**src/rtl/seg_scan_display.sv**
```systemverilog
// Multiplexed 7-segment display driver.
// A binary value is converted to BCD by a sequential double-dabble, then
// committed atomically to the digit registers. A free-running scan counter
// walks the digit enables. Optional leading-zero blanking, an overflow dash
// pattern and whole-display blinking are applied at the segment output.
module seg_scan_display #(
  parameter int unsigned DIGITS       = 2,
  parameter int unsigned VAL_W        = 7,
  parameter int unsigned SCAN_DIV     = 50000,
  parameter int unsigned BLINK_FRAMES = 250
) (
  input  logic              clk,
  input  logic              rst,
  input  logic              load,
  input  logic [VAL_W-1:0]  value,
  input  logic              blank_lz,
  input  logic              blink_en,
  output logic              busy,
  output logic [7:0]        seg,
  output logic [DIGITS-1:0] an
);

  // Decimal digits needed for 2^VAL_W-1; 0.3*VAL_W never undercounts for 4..27 bits.
  localparam int unsigned BCD_N  = (VAL_W * 3) / 10 + 1;
  localparam int unsigned BCD_W  = 4 * BCD_N;
  localparam int unsigned SH_W   = BCD_W + VAL_W;
  localparam int unsigned EXT_N  = (DIGITS > BCD_N) ? DIGITS : BCD_N;
  localparam int unsigned IDX_W  = (DIGITS > 1) ? $clog2(DIGITS) : 1;
  localparam int unsigned SCAN_W = $clog2(SCAN_DIV);
  localparam int unsigned FRM_W  = (BLINK_FRAMES > 1) ? $clog2(BLINK_FRAMES) : 1;
  localparam int unsigned ITER_W = $clog2(VAL_W);

  localparam logic [7:0] SEG_DASH  = 8'b0000_0001;
  localparam logic [7:0] SEG_BLANK = 8'b0000_0000;

  typedef enum logic [1:0] {StIdle, StConv, StCommit} state_t;

  state_t              state_q, state_d;
  logic                capture, step, commit;
  logic [SH_W-1:0]     sh_q;
  logic [ITER_W-1:0]   iter_q;
  logic [4*DIGITS-1:0] disp_q;
  logic                ovf_q;
  logic [4*EXT_N-1:0]  bcd_ext;
  logic                ovf_next;
  logic [SCAN_W-1:0]   scan_q;
  logic [IDX_W-1:0]    idx_q;
  logic [FRM_W-1:0]    frame_q;
  logic                phase_q;
  logic                scan_tc, frame_tc;
  logic [DIGITS-1:0]   lead_zero;
  logic [3:0]          cur_digit;
  logic                cur_blank;
  logic                acc;

  // Add 3 to every BCD digit that is 5 or more, ahead of the next shift.
  function automatic logic [BCD_W-1:0] add3(input logic [BCD_W-1:0] b);
    logic [BCD_W-1:0] r;
    r = b;
    for (int k = 0; k < int'(BCD_N); k++) begin
      if (r[4*k +: 4] >= 4'd5) r[4*k +: 4] = r[4*k +: 4] + 4'd3;
    end
    return r;
  endfunction

  function automatic logic [7:0] seg_code(input logic [3:0] d);
    logic [7:0] s;
    case (d)
      4'd0:    s = 8'b0111_1110;
      4'd1:    s = 8'b0011_0000;
      4'd2:    s = 8'b0110_1101;
      4'd3:    s = 8'b0111_1001;
      4'd4:    s = 8'b0011_0011;
      4'd5:    s = 8'b0101_1011;
      4'd6:    s = 8'b0101_1111;
      4'd7:    s = 8'b0111_0000;
      4'd8:    s = 8'b0111_1111;
      4'd9:    s = 8'b0111_1011;
      default: s = SEG_BLANK;
    endcase
    return s;
  endfunction

  // Control FSM state register.
  always_ff @(posedge clk or posedge rst) begin
    if (rst) state_q <= StIdle;
    else     state_q <= state_d;
  end

  // Control FSM next state and datapath strobes; load only matters in idle.
  always_comb begin
    state_d = state_q;
    busy    = 1'b1;
    capture = 1'b0;
    step    = 1'b0;
    commit  = 1'b0;
    case (state_q)
      StIdle: begin
        busy = 1'b0;
        if (load) begin
          capture = 1'b1;
          state_d = StConv;
        end
      end
      StConv: begin
        step = 1'b1;
        if (iter_q == ITER_W'(VAL_W - 1)) state_d = StCommit;
      end
      StCommit: begin
        commit  = 1'b1;
        state_d = StIdle;
      end
      default: state_d = StIdle;
    endcase
  end

  // Zero-extend the BCD result and flag any digit beyond the display width.
  always_comb begin
    bcd_ext           = '0;
    bcd_ext[BCD_W-1:0] = sh_q[SH_W-1:VAL_W];
    ovf_next          = 1'b0;
    for (int i = int'(DIGITS); i < int'(EXT_N); i++) begin
      if (bcd_ext[4*i +: 4] != 4'd0) ovf_next = 1'b1;
    end
  end

  // Conversion shift register and atomic commit of the displayed digits.
  always_ff @(posedge clk or posedge rst) begin
    if (rst) begin
      sh_q   <= '0;
      iter_q <= '0;
      disp_q <= '0;
      ovf_q  <= 1'b0;
    end else begin
      if (capture) begin
        sh_q   <= {{BCD_W{1'b0}}, value};
        iter_q <= '0;
      end else if (step) begin
        sh_q   <= {add3(sh_q[SH_W-1:VAL_W]), sh_q[VAL_W-1:0]} << 1;
        iter_q <= iter_q + ITER_W'(1);
      end
      if (commit) begin
        disp_q <= bcd_ext[4*DIGITS-1:0];
        ovf_q  <= ovf_next;
      end
    end
  end

  assign scan_tc  = (scan_q == SCAN_W'(SCAN_DIV - 1));
  assign frame_tc = scan_tc && (idx_q == IDX_W'(DIGITS - 1));

  // Digit slot timer and digit index; a single-digit display wraps onto itself.
  always_ff @(posedge clk or posedge rst) begin
    if (rst) begin
      scan_q <= '0;
      idx_q  <= '0;
    end else if (scan_tc) begin
      scan_q <= '0;
      if (frame_tc) idx_q <= '0;
      else          idx_q <= idx_q + IDX_W'(1);
    end else begin
      scan_q <= scan_q + SCAN_W'(1);
    end
  end

  // Frame counter toggles the blink phase every BLINK_FRAMES full scans.
  always_ff @(posedge clk or posedge rst) begin
    if (rst) begin
      frame_q <= '0;
      phase_q <= 1'b0;
    end else if (frame_tc) begin
      if (frame_q == FRM_W'(BLINK_FRAMES - 1)) begin
        frame_q <= '0;
        phase_q <= ~phase_q;
      end else begin
        frame_q <= frame_q + FRM_W'(1);
      end
    end
  end

  // Output mux: digit select, leading-zero blanking, overflow dash and blink.
  always_comb begin
    lead_zero = '0;
    acc       = 1'b1;
    for (int i = int'(DIGITS) - 1; i >= 0; i--) begin
      acc          = acc & (disp_q[4*i +: 4] == 4'd0);
      lead_zero[i] = acc;
    end
    cur_digit = 4'd0;
    cur_blank = 1'b0;
    an        = '0;
    for (int i = 0; i < int'(DIGITS); i++) begin
      if (idx_q == IDX_W'(i)) begin
        an[i]     = 1'b1;
        cur_digit = disp_q[4*i +: 4];
        cur_blank = lead_zero[i] && (i != 0);
      end
    end
    if (ovf_q)                      seg = SEG_DASH;
    else if (blank_lz && cur_blank) seg = SEG_BLANK;
    else                            seg = seg_code(cur_digit);
    if (blink_en && phase_q) seg = SEG_BLANK;
  end

endmodule

```
**config.mk**
```make
export PLATFORM = sky130hd
export DESIGN_NAME = seg_scan_display
export DESIGN_NICKNAME = d
export VERILOG_FILES = /design/src/rtl/seg_scan_display.sv
export SDC_FILE = /design/constraint.sdc
export NUM_CORES = 1
export LEC_CHECK = 0
export CAP_MARGIN = 5
export CORE_ASPECT_RATIO = 0.8
export CORE_MARGIN = 2
export CORE_UTILIZATION = 40
export CTS_CLUSTER_DIAMETER = 40
export CTS_CLUSTER_SIZE = 30
export DETAILED_ROUTE_END_ITERATION = 16
export PLACE_DENSITY_LB_ADDON = 0.15
export SLEW_MARGIN = 20
export SYNTH_ARGS = -nofsm -noshare
export SYNTH_HDL_FRONTEND = slang
export SYNTH_SLANG_ARGS = --single-unit
```
**constraint.sdc**
```tcl
create_clock -name clk -period 3.35 [get_ports clk]
set_clock_uncertainty 0.15 [all_clocks]
set_input_delay 0.67 -clock clk [delete_from_list [all_inputs] [get_ports clk]]
set_output_delay 0.67 -clock clk [all_outputs]
set_load 0.05 [all_outputs]
```
==> out/results.tsv <==
stage	metric	value	unit
outcome	status	completed	
layout	drive_gt1_share	14.1	%
timing	fin_crit	3060	ps
critical_path	crit_fanout	12	
global_route	grt_pass1_vias	2257	
routing	drtIter0Drc	79	
die	dieWidth	103	um
critical_path	timing.rr.start	scan_q[5]$_DFF_PP0_	
power_and_ir_drop	vdd.ir_drop.worst	411	uV
yosys	synth_ff_type	dfrtp_1	
yosys	avgSynthCellArea	9.78	sq um
layout	nNetsFinal	374	
critical_path	worstSetupStartpoint	idx_q$_DFFE_PP0N_	
worst_hold_path	min_from	frame_q[6]$_DFFE_PP0P_	
yosys	synth.cell_area	3150	sq um
yosys	synth-edff-count	0	
clock_network	h-tree-depth	3	
power_and_ir_drop	p_total	2.93	mW
routing	dr.pass1.iters	4	
die	ios	23	
layout	post-route-util	49.4	%
timing	rsz0062_at_grt	false	
die	rows	28	
timing	fin_ws	287	ps
die	die_y	83.4	um
timing	fin_crit_sh	91.4	%
timing	slew_viol_final	0	
layout	final_cell_mix	dfrtp_1 (58), nand2_1 (35), o21ai_0 (34)	
timing	setup_viol	0	
timing	slew_headroom	59.6	%
critical_path	cp-endpoint	seg[0]	
layout	syn_to_final_growth	18.1	%
placed_design	dpl_cell_area	3530	sq um
placed_design	gp_congestion	0.832	
critical_path	path_class	register to output port	
power_and_ir_drop	powerDensity	787	nW/um^2
clock_network	ctsHoldBuffers	0	
global_route	antenna_found_initial	0	
routing	antenna_left	0	
global_route	overflow	0	
placed_design	dp_worst_setup_slack	415	ps
routing	drc	0	
critical_path	endpoint_kind	output port	
critical_path	slowest_delay	520	ps
power_and_ir_drop	power_leakage	1.64	nW
global_route	grtUsageTotal	15.8	%
critical_path	r2r_cells	4	
job	maxCapViolCount	0	
clock_network	cts_tree	built	
yosys	ys_seq_elements	59	
clock_network	clock-root-buffer	clkbuf_8	
routing	routed_wirelength	6130	um
yosys	syn_nets	351	
clock_network	clk_path_buf_depth	2	
timing	setup-tns-final	0	ps
yosys	synthArstFlopShare	100	%
die	dieArea	8610	sq um
routing	viasPerCell	5.18	
timing	fmax	326	MHz
timing	finalHoldViolCount	0	
clock_network	numCtsBuffers	9	
routing	via_count	2348	
critical_path	cp_slowest_cell	dfrtp_2	
critical_path	critical_path_required	2530	ps
yosys	yosysWarnings	0	
placed_design	dp_hpwl	4330	um
placed_design	port_buffers	21	
die	start_util	41.8	%
clock_network	clock_latency	330	ps
global_route	grt_pass1_wl	10700	um
global_route	grt_max_degree	30	
yosys	synth.distinct_cells	47	
yosys	synthCells	322	
layout	antenna_cells	0	
critical_path	arrival	2240	ps
layout	final_cell_count_no_fill	453	
worst_hold_path	hold_class	register to register	
critical_path	r2r_end	frame_q[5]$_DFFE_PP0P_	
yosys	yosysSeqAreaShare	46.9	%
routing	avgRoutedWirePerCell	13.5	um
placed_design	dp.cells	439	
layout	final_common_cell	dfrtp_1	
critical_path	reg2reg_slack	1100	ps
critical_path	cp-start-kind	register	
critical_path	cp_cell_sequence	mux2i_2, inv_1, ha_1, nand2_1, a31oi_1, a211oi_2, buf_12	
die	core_area	7530	sq um
clock_network	clkTransAtPathRegs	60	ps
timing	hold_ws	324	ps
clock_network	cts_num_sinks	59	
layout	fin_area	3720	sq um
timing	worst_slew_pin_slew	605	ps
-- sequential cells by signal, indices dropped and copies added, names as in the netlist, 2 cells and up --
name	cells
iter_q	3
scan_q	16
disp_q	8
sh_q	19
frame_q	8
state_q	2
-- kinds of logic after synthesis --
logic type / share of synthesized area (%)
AOI/OAI and AO/OA: 14.6
other: 0.119
xor gates and xnor gates: 5.28
buffers and inverters: 4.25
and+or+nand+nor: 16.9
adders and majority gates: 6.75
DFF: 46.9
muxes: 5.24
-- layout make-up --
cell class / count / area (sq um)
Tap cell: 105 / 131
Sequential cell: 59 / 1480
Clock inverter: 3 / 40.0
Fill cell: 708 / 3810
Multi-Input combinational cell: 232 / 1560
Timing Repair Buffer: 26 / 305
Clock buffer: 11 / 141
Inverter: 17 / 63.8
-- repair_timing --
action,in CTS,in global routing
setup endpoints to repair,0,7
setup buffers,0,0
resized for setup,0,4
-- critical path, delay by kind of cell, from the launching register on --
kind	cells	cell delay, ps
DFF	1	520
and+or+nand+nor	1	80
buffers and inverters	2	290
adders and majority gates	1	200
muxes	1	410
AOI/OAI and AO/OA	2	410
-- cell usage after synthesis (2+ instances only) --
cell	number	share of area (%)
dfrtp_1	59	47
nand2_1	35	4.2
o21ai_0	34	5.4
ha_1	17	6.8
inv_1	17	2.0
a21oi_1	14	2.2
nand3_1	13	2.1
nor2_1	12	1.4
xnor2_1	12	3.3
clkbuf_1	9	1.1
mux2_2	8	2.9
nand2b_1	7	1.4
nor3_1	7	1.1
o21ai_1	7	1.1
xor2_1	7	1.9
a22oi_1	6	1.4
mux2i_1	6	1.9
a22o_1	4	1.1
nand4_1	4	0.79
nor2b_1	4	0.79
nor4_1	4	0.79
a31oi_1	3	0.60
and3_1	3	0.60
o31ai_1	3	0.71
buf_2	2	0.32
buf_4	2	0.48
nand4bb_1	2	0.71
nor3b_1	2	0.48
-- worst min-delay path by stage --
stage / endpoint / cells past startpoint
after CTS: frame_q[6]$_DFFE_PP0P_ / 1
after floorplan: frame_q[6]$_DFFE_PP0P_ / 1
after global routing: state_q[0]$_DFFE_PP0P_ / 1
after detailed placement: frame_q[6]$_DFFE_PP0P_ / 1
after global placement: sh_q[4]$_DFFE_PP0P_ / 2
final: frame_q[6]$_DFFE_PP0P_ / 1
-- report_power, final --
part	total (mW)	switching, mW	internal, mW
combinational	1.30	0.732	0.572
clock	0.614	0.261	0.353
sequential	1.01	0.142	0.869
-- routing by layer --
metal	global-route usage, %	vias to the layer above	part of all wire (%)
li1	-	1169	-
met1	22.0	1134	51
met2	23.4	40	44
met3	5.22	5	4.3
met4	4.90	0	0.69
met5	0	-	0
No activity file was read; power rests on OpenSTA's default activity.
